## config.mk

```make
export PLATFORM = sky130hd
export DESIGN_NAME = avalon_pkt_enforcer_flat
export DESIGN_NICKNAME = d
export VERILOG_FILES = /design/src/rtl/avalon_pkt_enforcer_pkg.sv /design/src/rtl/avalon_pkt_enforcer_if.sv /design/src/rtl/avalon_pkt_enforcer_out_reg.sv /design/src/rtl/avalon_pkt_enforcer.sv /design/src/flat_wrapper.sv
export SDC_FILE = /design/constraint.sdc
export NUM_CORES = 1
export LEC_CHECK = 0
export ABC_AREA = 1
export CAP_MARGIN = 20
export CORE_MARGIN = 2
export CORE_UTILIZATION = 46
export CTS_BUF_LIST = sky130_fd_sc_hd__clkbuf_2
export CTS_CLUSTER_DIAMETER = 60
export DETAILED_ROUTE_END_ITERATION = 7
export GPL_TIMING_DRIVEN = 0
export PLACE_DENSITY = 0.83
export SLEW_MARGIN = 30
export SYNTH_ARGS = -nofsm -noshare
export SYNTH_HDL_FRONTEND = slang
export SYNTH_HIERARCHICAL = 1
export SYNTH_SLANG_ARGS = --single-unit
export TNS_END_PERCENT = 30
```

## constraint.sdc

```tcl
create_clock -name clk -period 2.47 [get_ports clk]
set_clock_uncertainty 0.2 [all_clocks]
set_input_delay 0.494 -clock clk [delete_from_list [all_inputs] [get_ports clk]]
set_output_delay 0.494 -clock clk [all_outputs]
set_load 0.005 [all_outputs]
```

## src/rtl/avalon_pkt_enforcer_pkg.sv

```systemverilog
// Shared definitions for the Avalon-ST packet enforcer: sizing helper,
// the framing state enum and the empty-to-keep-mask conversion.
package general_pack;

    // Upper bound on symbols per beat supported by empty_to_mask; callers
    // take the low DATA_WIDTH_IN_BYTES bits of the returned mask.
    localparam int MAX_SYMBOLS = 256;

    typedef enum logic [1:0] {
        IDLE   = 2'd0,
        IN_MSG = 2'd1,
        DROP   = 2'd2
    } enforcer_state_t;

    // Bits needed to hold values 0..value-1 (minimum 1).
    function automatic int log2up_func(input int value);
        int result;
        result = 1;
        for (int i = 1; i < 31; i++) begin
            if ((1 << i) < value) begin
                result = i + 1;
            end
        end
        return result;
    endfunction

    // Symbol keep mask: bit i is set when symbol i carries valid data,
    // i.e. symbols below 'empty' are the unused ones on an EOP beat.
    function automatic logic [MAX_SYMBOLS-1:0] empty_to_mask(input int unsigned empty);
        logic [MAX_SYMBOLS-1:0] mask;
        for (int i = 0; i < MAX_SYMBOLS; i++) begin
            mask[i] = (unsigned'(i) >= empty);
        end
        return mask;
    endfunction

endpackage

```

## src/rtl/avalon_pkt_enforcer_if.sv

```systemverilog
// Avalon-ST streaming bundle (valid/rdy handshake plus sop/eop/data/empty).
interface avalon_st_if
    import general_pack::*;
#(
    parameter int DATA_WIDTH_IN_BYTES = 16
);
    localparam int EMPTY_W = log2up_func(DATA_WIDTH_IN_BYTES);

    logic                             valid;
    logic                             rdy;
    logic                             sop;
    logic                             eop;
    logic [8*DATA_WIDTH_IN_BYTES-1:0] data;
    logic [EMPTY_W-1:0]               empty;

    modport master (
        output valid, sop, eop, data, empty,
        input  rdy
    );

    modport slave (
        input  valid, sop, eop, data, empty,
        output rdy
    );
endinterface

```

## src/rtl/avalon_pkt_enforcer_out_reg.sv

```systemverilog
// One-deep ready/valid register stage driving an Avalon-ST master port.
// Payload is only written on a load, so a drain without a new beat leaves
// the last data visible with valid low.
module avalon_st_out_reg
    import general_pack::*;
#(
    parameter int DATA_WIDTH_IN_BYTES = 16
) (
    input  logic                                       clk,
    input  logic                                       rst,
    input  logic                                       in_valid,
    input  logic                                       in_sop,
    input  logic                                       in_eop,
    input  logic [8*DATA_WIDTH_IN_BYTES-1:0]           in_data,
    input  logic [log2up_func(DATA_WIDTH_IN_BYTES)-1:0] in_empty,
    output logic                                       in_rdy,
    avalon_st_if.master                                out
);
    localparam int EMPTY_W = log2up_func(DATA_WIDTH_IN_BYTES);

    logic                             valid_reg;
    logic                             sop_reg;
    logic                             eop_reg;
    logic [8*DATA_WIDTH_IN_BYTES-1:0] data_reg;
    logic [EMPTY_W-1:0]               empty_reg;

    // Space is available when empty or when the current beat leaves this cycle.
    assign in_rdy = !valid_reg || out.rdy;

    // Load on accept (covers simultaneous drain), otherwise clear valid on drain.
    always_ff @(posedge clk or negedge rst) begin
        if (!rst) begin
            valid_reg <= 1'b0;
            sop_reg   <= 1'b0;
            eop_reg   <= 1'b0;
            data_reg  <= '0;
            empty_reg <= '0;
        end else if (in_valid && in_rdy) begin
            valid_reg <= 1'b1;
            sop_reg   <= in_sop;
            eop_reg   <= in_eop;
            data_reg  <= in_data;
            empty_reg <= in_empty;
        end else if (out.rdy) begin
            valid_reg <= 1'b0;
        end
    end

    assign out.valid = valid_reg;
    assign out.sop   = sop_reg;
    assign out.eop   = eop_reg;
    assign out.data  = data_reg;
    assign out.empty = empty_reg;

endmodule

```

## src/rtl/avalon_pkt_enforcer.sv

```systemverilog
// Avalon-ST packet-framing enforcer: drops beats outside a message, strips
// stray SOPs, truncates over-long messages, zeroes empty symbols on EOP.
// Optional statistics counters: define AVALON_ENFORCER_STATS_EN.
module avalon_pkt_enforcer
    import general_pack::*;
#(
    parameter int DATA_WIDTH_IN_BYTES = 16,
    parameter int MAX_MSG_BEATS       = 64,
    parameter int CNT_WIDTH           = 16
) (
    input  logic              clk,
    input  logic              rst,
    avalon_st_if.slave        untrusted_msg,
    avalon_st_if.master       enforced_msg,
    output logic              missing_sop_indi,
    output logic              unexpected_sop_indi,
    output logic              truncated_indi
`ifdef AVALON_ENFORCER_STATS_EN
    ,
    output logic [CNT_WIDTH-1:0] missing_sop_cnt,
    output logic [CNT_WIDTH-1:0] unexpected_sop_cnt,
    output logic [CNT_WIDTH-1:0] truncated_cnt
`endif
);
    localparam int SYMBOLS = DATA_WIDTH_IN_BYTES;
    localparam int DATA_W  = 8 * SYMBOLS;
    localparam int EMPTY_W = log2up_func(SYMBOLS);
    localparam int BEAT_W  = log2up_func(MAX_MSG_BEATS + 1);
    localparam logic [BEAT_W-1:0] MAX_BEATS = BEAT_W'(MAX_MSG_BEATS);
    localparam logic [BEAT_W-1:0] ONE_BEAT  = BEAT_W'(1);

    enforcer_state_t     state_reg, state_next;
    logic [BEAT_W-1:0]   beat_cnt_reg, beat_cnt_next;
    logic [BEAT_W-1:0]   beat_inc;

    logic                accept;
    logic                out_rdy;
    logic [EMPTY_W-1:0]  empty_clamped;
    logic [MAX_SYMBOLS-1:0] keep_mask_full;
    logic [SYMBOLS-1:0]  keep_mask;
    logic [DATA_W-1:0]   masked_data;

    logic                fwd;
    logic                load_sop;
    logic                load_eop;
    logic [DATA_W-1:0]   load_data;
    logic [EMPTY_W-1:0]  load_empty;
    logic                start_msg;
    logic                normal_eop;
    logic                trunc;
    logic                miss_pulse;
    logic                unexp_pulse;

    assign untrusted_msg.rdy = out_rdy;
    assign accept            = untrusted_msg.valid && out_rdy;
    assign beat_inc          = beat_cnt_reg + ONE_BEAT;

    // Empty values that cannot describe a real beat are clamped to the largest legal one.
    always_comb begin
        empty_clamped = untrusted_msg.empty;
        if (int'(untrusted_msg.empty) >= SYMBOLS) begin
            empty_clamped = EMPTY_W'(SYMBOLS - 1);
        end
    end

    assign keep_mask_full = empty_to_mask(int'(empty_clamped));
    assign keep_mask      = keep_mask_full[SYMBOLS-1:0];

    genvar gi;
    generate
        for (gi = 0; gi < SYMBOLS; gi++) begin : g_mask
            assign masked_data[8*gi +: 8] = keep_mask[gi] ? untrusted_msg.data[8*gi +: 8] : 8'h00;
        end
    endgenerate

    // State and beat counter register.
    always_ff @(posedge clk or negedge rst) begin
        if (!rst) begin
            state_reg    <= IDLE;
            beat_cnt_reg <= '0;
        end else begin
            state_reg    <= state_next;
            beat_cnt_reg <= beat_cnt_next;
        end
    end

    // Framing decisions: what to forward, how to rewrite it, and the next state.
    always_comb begin
        state_next    = state_reg;
        beat_cnt_next = beat_cnt_reg;
        fwd           = 1'b0;
        load_sop      = 1'b0;
        load_eop      = 1'b0;
        load_data     = untrusted_msg.data;
        load_empty    = '0;
        start_msg     = 1'b0;
        normal_eop    = 1'b0;
        trunc         = 1'b0;
        miss_pulse    = 1'b0;
        unexp_pulse   = 1'b0;

        if (accept) begin
            case (state_reg)
                IDLE: begin
                    if (untrusted_msg.sop) begin
                        start_msg = 1'b1;
                    end else begin
                        miss_pulse = 1'b1;
                    end
                end
                IN_MSG: begin
                    fwd           = 1'b1;
                    unexp_pulse   = untrusted_msg.sop;
                    beat_cnt_next = beat_inc;
                    if (untrusted_msg.eop) begin
                        normal_eop = 1'b1;
                        state_next = IDLE;
                    end else if (beat_inc == MAX_BEATS) begin
                        trunc      = 1'b1;
                        state_next = DROP;
                    end
                end
                DROP: begin
                    if (untrusted_msg.sop) begin
                        unexp_pulse = 1'b1;
                        start_msg   = 1'b1;
                    end else if (untrusted_msg.eop) begin
                        state_next = IDLE;
                    end
                end
                default: state_next = IDLE;
            endcase

            // A SOP seen in IDLE or DROP opens a fresh message.
            if (start_msg) begin
                fwd           = 1'b1;
                load_sop      = 1'b1;
                beat_cnt_next = ONE_BEAT;
                if (untrusted_msg.eop) begin
                    normal_eop = 1'b1;
                    state_next = IDLE;
                end else if (MAX_MSG_BEATS == 1) begin
                    trunc      = 1'b1;
                    state_next = DROP;
                end else begin
                    state_next = IN_MSG;
                end
            end
        end

        if (normal_eop) begin
            load_eop   = 1'b1;
            load_empty = empty_clamped;
            load_data  = masked_data;
        end
        // Forced EOP keeps the full beat: empty stays 0 and data is unmasked.
        if (trunc) begin
            load_eop = 1'b1;
        end
    end

    avalon_st_out_reg #(
        .DATA_WIDTH_IN_BYTES (DATA_WIDTH_IN_BYTES)
    ) u_out_reg (
        .clk      (clk),
        .rst      (rst),
        .in_valid (fwd),
        .in_sop   (load_sop),
        .in_eop   (load_eop),
        .in_data  (load_data),
        .in_empty (load_empty),
        .in_rdy   (out_rdy),
        .out      (enforced_msg)
    );

    // Indicators registered so they line up with the output register load.
    always_ff @(posedge clk or negedge rst) begin
        if (!rst) begin
            missing_sop_indi    <= 1'b0;
            unexpected_sop_indi <= 1'b0;
            truncated_indi      <= 1'b0;
        end else begin
            missing_sop_indi    <= miss_pulse;
            unexpected_sop_indi <= unexp_pulse;
            truncated_indi      <= trunc;
        end
    end

`ifdef AVALON_ENFORCER_STATS_EN
    logic [2:0]           indi_vec;
    logic [CNT_WIDTH-1:0] stat_cnt_reg [3];

    assign indi_vec = {truncated_indi, unexpected_sop_indi, missing_sop_indi};

    generate
        for (gi = 0; gi < 3; gi++) begin : g_stats
            // Saturating event counter, cleared only by reset.
            always_ff @(posedge clk or negedge rst) begin
                if (!rst) begin
                    stat_cnt_reg[gi] <= '0;
                end else if (indi_vec[gi] && (stat_cnt_reg[gi] != {CNT_WIDTH{1'b1}})) begin
                    stat_cnt_reg[gi] <= stat_cnt_reg[gi] + 1'b1;
                end
            end
        end
    endgenerate

    assign missing_sop_cnt    = stat_cnt_reg[0];
    assign unexpected_sop_cnt = stat_cnt_reg[1];
    assign truncated_cnt      = stat_cnt_reg[2];
`endif

endmodule

```

## src/flat_wrapper.sv

```systemverilog
// flat-port wrapper written by rule: the top's interface ports become plain ports
module avalon_pkt_enforcer_flat import general_pack::*;
#(
    parameter int DATA_WIDTH_IN_BYTES = 16,
    parameter int MAX_MSG_BEATS       = 64,
    parameter int CNT_WIDTH           = 16
)
  (clk, rst, missing_sop_indi, unexpected_sop_indi, truncated_indi, untrusted_msg_valid, untrusted_msg_sop, untrusted_msg_eop, untrusted_msg_data, untrusted_msg_empty, untrusted_msg_rdy, enforced_msg_valid, enforced_msg_sop, enforced_msg_eop, enforced_msg_data, enforced_msg_empty, enforced_msg_rdy);
  avalon_st_if #(.DATA_WIDTH_IN_BYTES(DATA_WIDTH_IN_BYTES)) untrusted_msg_i ();
  avalon_st_if #(.DATA_WIDTH_IN_BYTES(DATA_WIDTH_IN_BYTES)) enforced_msg_i ();
  input  logic clk;
  input  logic rst;
  output logic missing_sop_indi;
  output logic unexpected_sop_indi;
  output logic truncated_indi;
  input wire logic [$bits(untrusted_msg_i.valid)-1:0] untrusted_msg_valid;
  input wire logic [$bits(untrusted_msg_i.sop)-1:0] untrusted_msg_sop;
  input wire logic [$bits(untrusted_msg_i.eop)-1:0] untrusted_msg_eop;
  input wire logic [$bits(untrusted_msg_i.data)-1:0] untrusted_msg_data;
  input wire logic [$bits(untrusted_msg_i.empty)-1:0] untrusted_msg_empty;
  output wire logic [$bits(untrusted_msg_i.rdy)-1:0] untrusted_msg_rdy;
  output wire logic [$bits(enforced_msg_i.valid)-1:0] enforced_msg_valid;
  output wire logic [$bits(enforced_msg_i.sop)-1:0] enforced_msg_sop;
  output wire logic [$bits(enforced_msg_i.eop)-1:0] enforced_msg_eop;
  output wire logic [$bits(enforced_msg_i.data)-1:0] enforced_msg_data;
  output wire logic [$bits(enforced_msg_i.empty)-1:0] enforced_msg_empty;
  input wire logic [$bits(enforced_msg_i.rdy)-1:0] enforced_msg_rdy;
  assign untrusted_msg_i.valid = untrusted_msg_valid;
  assign untrusted_msg_i.sop = untrusted_msg_sop;
  assign untrusted_msg_i.eop = untrusted_msg_eop;
  assign untrusted_msg_i.data = untrusted_msg_data;
  assign untrusted_msg_i.empty = untrusted_msg_empty;
  assign untrusted_msg_rdy = untrusted_msg_i.rdy;
  assign enforced_msg_valid = enforced_msg_i.valid;
  assign enforced_msg_sop = enforced_msg_i.sop;
  assign enforced_msg_eop = enforced_msg_i.eop;
  assign enforced_msg_data = enforced_msg_i.data;
  assign enforced_msg_empty = enforced_msg_i.empty;
  assign enforced_msg_i.rdy = enforced_msg_rdy;
  avalon_pkt_enforcer #(.DATA_WIDTH_IN_BYTES(DATA_WIDTH_IN_BYTES), .MAX_MSG_BEATS(MAX_MSG_BEATS), .CNT_WIDTH(CNT_WIDTH)) u_core (.clk(clk), .rst(rst), .untrusted_msg(untrusted_msg_i), .enforced_msg(enforced_msg_i), .missing_sop_indi(missing_sop_indi), .unexpected_sop_indi(unexpected_sop_indi), .truncated_indi(truncated_indi));
endmodule
```

==> results of run 1 <==
==> through the flow <==
stage | worst slack, ns | TNS [ns] | utilization (%) | area [um^2] | power [mW]
5_1_grt | -0.0244 | -0.0857 | 70.1 | 10700 | 9.85
2_1_floorplan | 0.0900 | 0 | - | 7260 | 5.13
3_3_place_gp | -5.34 | -908.29 | 67.1 | 10300 | 7.45
4_1_cts | 0.0128 | 0 | 69.7 | 10700 | 9.28
6_report | 0.121 | 0 | 70.1 | 10700 | 9.24
3_5_place_dp | -0.971 | -122.37 | 67.4 | 10300 | 7.57
==> cell usage in the layout (no fill, tap or decap), drive strengths merged <==
| master | instances |
|---|---|
| dlygate4sd2 | 1 |
| o21ai | 15 |
| o22ai | 1 |
| a31oi | 1 |
| dfrtp | 147 |
| ha | 5 |
| a22o | 1 |
| o21bai | 1 |
| clkdlybuf4s50 | 273 |
| nand3 | 142 |
| inv | 139 |
| dlymetal6s2s | 1 |
| a21boi | 9 |
| nor2 | 128 |
| a21oi | 3 |
| bufbuf | 1 |
| nand2 | 302 |
| buf | 42 |
| nor3 | 4 |
| nand4 | 1 |
| bufinv | 6 |
| clkbuf | 25 |
| clkinv | 6 |
| xor2 | 1 |
| dlygate4sd3 | 1 |
==> how the worst max path moves through the flow <==
stage                                      to
6_report       u_core/u_out_reg/out.data[104]
5_1_grt        u_core/u_out_reg/out.data[108]
4_1_cts         u_core/u_out_reg/out.data[82]
3_5_place_dp   u_core/u_out_reg/out.data[112]
3_3_place_gp    u_core/u_out_reg/out.data[35]
2_1_floorplan  u_core/u_out_reg/out.data[100]
==> critical path, cell delays in order, from the launching register on <==
cell and delay [ns]:
dfrtp_1 0.45, inv_1 0.13, ha_1 0.23, o21ai_4 0.10, nand2_2 0.09, nand3_4 0.14, nor2_4 0.17, clkbuf_8 0.20
nand2_4 0.07, nor2_4 0.24, nor2_1 0.07, nand3_1 0.11, nand2_1 0.07
==> where the power goes <==
part / internal, mW / switching, mW / total [mW]
clock: 0.853 / 0.825 / 1.68
sequential: 3.25 / 0.496 / 3.75
combinational: 2.17 / 1.64 / 3.81
total: 6.27 / 2.96 / 9.24
==> final cells by class <==
class | count | area (um^2)
timing repair buffer | 282 | 2870
fill | 1248 | 4580
sequential | 147 | 3680
clock buffer | 18 | 90.1
buffer | 44 | 294
tap | 211 | 264
clock inverter | 12 | 213
inverter | 139 | 527
multi-input combinational | 614 | 2800
==> logic make-up (layout without fill, tap and decap cells) <==
group / count (synthesis) / count (layout)
AO/OA/AOI/OAI: 31 / 31
XOR/XNOR: 1 / 1
adder cells (fa/ha/maj): 5 / 5
buffers and inverters: 184 / 495
flip-flops: 147 / 147
AND/OR/NAND/NOR: 577 / 577
==> layer usage <==
metal	vias up	part of all wire (%)
met1	3310	42
li1	3476	-
met3	45	6.0
met5	-	0
met4	0	3.1
met2	266	49
==> what timing repair did <==
| item | in CTS | in global routing |
|---|---|---|
| endpoints found under the setup margin | 136 | 120 |
| gates cloned | 1 | 0 |
| hold buffers | 1 | 0 |
| buffers inserted | 1 | 2 |
| resized for setup | 5 | 9 |
| endpoints found under the hold margin | 147 | 0 |
| pin swaps | 1 | 3 |
==> qor.txt, run 1 <==
H-tree levels: 4
Max_slew headroom: 62.6%
Met3 usage: 6.03%
Yosys warns: 6
Chip height: 130 um
Final period utilization: 95.1%
Clk buf depth: 2
Crit path arrival time: 2.77 ns
Max reg flops: 128
Peak supply drop: 0.439 mV
Final #Nets: 1388
Total CTS buffers: 17
Avg Inst Size Synth: 7.68 um^2
FF+latch count, synth: 147
Routed Antenna Nets: 0
Async set-reset flop share out of synthesis: 100%
Worst-path clk slew: 0.19 ns
Port Buffers: 276
Leak: 5.64 nW
XOR/XNOR Fraction of Synth Area: 0.121%
GPL Wtd Cong: 0.840
Vias in the first global route: 6766
Grt peak-use layer: met2
Core Footprint: 15300 um^2
Residual DRC count: 0
GR Layer Usage met1: 32.9%
Reg-to-reg startpoint: u_core/state_reg[1]
Biggest area consumer among synthesized cells: dfrtp_1
Nature of the critical path endpoint: flip-flop
CP startpoint: u_core/state_reg[1]
Worst R2R End: u_core/u_out_reg/out.data[104]
Via density: 4.84
Endpoints failing setup: 0
Register area share after synthesis: 50.7%
GRT Overall Usage: 26.0%
Clock latency on the worst-skew pair: 0.70 ns
Count of flip-flops with a built-in enable after synthesis: 0
Simple-gate portion of the synthesized area: 33.6%
Share of layout cells above drive strength 1: 7.96%
Largest family of logic cells by synthesized area: simple AND/OR/NAND/NOR gates
Number of I/O pins: 277
Synth top cells by count: nand2_1 (297), dfrtp_1 (147), nand3_1 (141), inv_1 (136), nor2_1 (125)
First-pass GRT wire length: 33900 um
Layout area overhead: 47.9%
Critical Path Source Type: flip-flop
Syn Nets: 1088
Final Critical Period: 2.35 ns
Worst R2R Setup Slack: 0.12 ns
Iteration-0 DRC count of the detailed router: 560
Max-slew violation count: 0
Synthesized area: 7260 um^2
Worst Hold Class: in -> async
CTS root buf: clkbuf_2
Num rows: 45
Top area cells in the synthesized netlist: dfrtp_1 (51%), nand2_1 (15%), nand3_1 (9.7%)
Status: finished, final reports clean
Critical-path maximum fanout: 10
Post-Syn Instances: 945
Drt first pass iters: 5
Cells on worst reg2reg path: 12
Final Hold Fails: 0
Post-Layout Cell Count: 1467
Final WL: 22000 um
Ys flop type: dfrtp_1
Post-synth cell types: 33
Worst Path Required: 2.89 ns
Post-synthesis compound-gate area fraction: 3.60%
Initial antenna violation count: 0
Power per cell area: 860 nW/um^2
Remaining global-route overflow: 0
Top cell type's share of synthesized area: 50.7%
Met2 global-route usage: 43.2%
Placed Cells: 1433
Pin slew with the least headroom to its limit: 0.561 ns
Wirelength per Cell: 15.0 um
Final HPWL DP: 15900 um
CTS tree: done
Max-cap viol count: 0
Antenna fix cells: 0
Most numerous cell in the Yosys netlist: nand2_1
Setup CP Type: reg -> reg
Die footprint: 16800 um^2
Vias after detailed routing: 7097
Synth Area in Adders: 0.862%
Fmax: 426 MHz
Clock sink count: 147
Chip Width: 130 um
Multiplexer share of the synthesized area: 0%
Fin Hold WS: 0.115 ns
Largest net degree at the start of global routing: 76
Starting density of the core: 47.4%
Note: power is estimated with default switching activity, not from simulation.
==> run 2: changes to the inputs <==
Settings changed: CORE_UTILIZATION 46 to 56, DONT_BUFFER_PORTS from default to 1, PLACE_DENSITY 0.83 to 0.71.
==> qor.txt, run 2 (synthesis gave the netlist of run 1 again) <==
Status: finished, violations left
Failing checks: negative hold slack
Top Layer Used: met4
Chip Width: 118 um (-9.1%)
Power per cell area: 800 nW/um^2 (-7.0%)
Core Footprint: 12600 um^2 (-18%)
Final WL: 21800 um (-0.61%)
CTS tree: done
Crit path arrival time: 2.78 ns (about the same)
Final Instance Area: 9220 um^2 (-14%)
Worst slack, placed: -0.494 ns (+0.477 ns)
Final Hold Fails: 147 (+147)
Wirelength per Cell: 16.9 um (+13%)
Routed Antenna Nets: 0 (unchanged)
Die footprint: 13900 um^2 (-17%)
Port Buffers: 0 (-100%)
Post-cts hold buffer count: 135 (+134)
GPL Wtd Cong: 0.831 (-1.0%)
Post-Layout Cell Count: 1295 (-12%)
Final period utilization: 95.2% (+0.11 points)
CTS root buf: clkbuf_2
Clk buf depth: 2 (unchanged)
Fin Hold WS: -0.768 ns (-0.883 ns)
Setup CP Type: reg -> reg
Leak: 5.10 nW (-9.6%)
GRT Overall Usage: 32.1% (+6.1 points)
Clock sink count: 147 (unchanged)
Met3 wire len: 2030 um (+55%)
Total power draw: 7.38 mW (-20%)
Clock latency on the worst-skew pair: 0.71 ns (about the same)
Critical-path maximum fanout: 11 (+1)
Post-route setup slack: 0.118 ns (-0.00261 ns)
Initial antenna violation count: 1 (+1)
Via density: 5.26 (+8.8%)
Fillers: 949 (-24%)
TNS Setup: 0 ns (unchanged)
Crit path max-delay cell type: dfrtp_1
Delay-heaviest family, CP: simple AND/OR/NAND/NOR gates
Final HPWL DP: 13500 um (-15%)
Worst Hold Class: in -> async
Most frequent cells in the layout: nand2_1 (296), dfrtp_1 (147), nand3_1 (141)
Nature of the critical path endpoint: flip-flop
Layout Utilization: 73.1% (+3.0 points)
CP Cell Sequence: nand2_2, buf_8, buf_8, nand2_4, inv_4, nand3_4, nor2_4, inv_4, nor3_4, buf_12, nor2_1, nand3_1, nand2_1
Drt first pass iters: 7 (+2)
H-tree levels: 4 (unchanged)
Max_slew headroom: 65.4% (+2.8 points)
CP bufs+invs: 5 (+3)
Endpoints failing setup: 0 (unchanged)
Layout area overhead: 27.1%
Remaining global-route overflow: 0 (unchanged)
Peak supply drop: 0.496 mV (+13%)
Wl on met1: 8330 um (-8.8%)
Placed Cells: 1117 (-22%)
Placement Cell Area: 7470 um^2 (-28%)
Vias after detailed routing: 6816 (-4.0%)
Share of layout cells above drive strength 1: 9.36% (+1.4 points)
Chip height: 118 um (-9.1%)
Num rows: 41 (-8.9%)
Iteration-0 DRC count of the detailed router: 620 (+11%)
Fmax: 425 MHz (-0.11%)
Max-slew violation count: 0 (unchanged)
Worst Path Required: 2.90 ns (about the same)
Largest net degree at the start of global routing: 148 (+95%)
Worst-path clk slew: 0.21 ns (+0.02 ns)
Max-cap viol count: 0 (unchanged)
Residual DRC count: 0 (unchanged)
First-pass GRT wire length: 35400 um (+4.4%)
Starting density of the core: 57.5% (+10 points)
Met2 wire length: 10700 um (-1.2%)
Total CTS buffers: 17 (unchanged)
Final #Nets: 1252 (-9.8%)
Critical Path Source Type: flip-flop
Final Critical Period: 2.35 ns (+0.00261 ns)
Number of I/O pins: 277 (unchanged)
CP max stage delay: 0.47 ns (+0.02 ns)
Pin slew with the least headroom to its limit: 0.519 ns (-0.0425 ns)
Most common cell after layout, fill and taps aside: nand2_1
Max reg flops: 128 (unchanged)
Vias in the first global route: 6850 (+1.2%)
[run 2: changes by cell type in the layout (fill, tap and decap cells not counted), moves of 2 or more]
cell,change
dlygate4sd3_1,+134
buf_4,+5
bufinv_16,-3
clkinv_1,+2
clkinvlp_4,+2
clkdlybuf4s50_1,-273
[run 2: area by class of cell]
cell class                      instances  area [um^2]  share of cell area (%)
Tap cell                              172          215                    2.33
Antenna cell                            1         2.50                  0.0271
Buffer                                 45          307                    3.32
Clock buffer                           19         95.1                    1.03
Clock inverter                         13          141                    1.53
Multi-Input combinational cell        614         2800                    30.3
Inverter                              139          534                    5.79
Timing Repair Buffer                  145         1450                    15.7
Sequential cell                       147         3680                    39.9
[run 2: final timing paths]
| kind | from | endpoint | slack [ns] | cells past startpoint |
|---|---|---|---|---|
| hold reg to reg | u_core/u_out_reg/out.data[110] | u_core/u_out_reg/out.data[110] | 0.33 | 2 |
| hold / removal | rst | u_core/u_out_reg/out.data[111] | -0.77 | 0 |
| max in group asynchronous | rst | u_core/u_out_reg/out.data[59] | 2.66 | 0 |
| setup / recovery | u_core/u_out_reg/out.valid | u_core/u_out_reg/out.data[100] | 0.12 | 13 |
| min in group clk | untrusted_msg_empty[1] | u_core/u_out_reg/out.empty[1] | 0.07 | 4 |
| setup reg to reg | u_core/u_out_reg/out.valid | u_core/u_out_reg/out.data[100] | 0.12 | 13 |
[run 2: worst reg2reg max path, stage by stage (launching register included)]
cell and delay [ns]:
dfrtp_1 0.47, nand2_2 0.12, buf_8 0.16, buf_8 0.16
nand2_4 0.10, inv_4 0.08, nand3_4 0.14, nor2_4 0.17
inv_4 0.11, nor3_4 0.23, buf_12 0.14, nor2_1 0.05
nand3_1 0.09, nand2_1 0.06
[run 2: timing repair]
item                                   4_1_cts  5_1_grt
pin swaps                                    5        5
endpoints found under the hold margin      290      147
resized for setup                           10        7
setup buffers                                4        6
setup endpoints to repair                  136      107
[run 2: report_power, final]
part | switching, mW | total (mW) | internal (mW)
logic | 1.11 | 1.88 | 0.773
clock network | 0.850 | 1.40 | 0.553
registers | 0.834 | 4.09 | 3.26
[run 2: per-layer routing]
layer,GRT usage [%],vias up
met5,0,-
met4,14.3,0
met3,11.1,64
met2,53.1,377
met1,37.8,3159
li1,-,3216
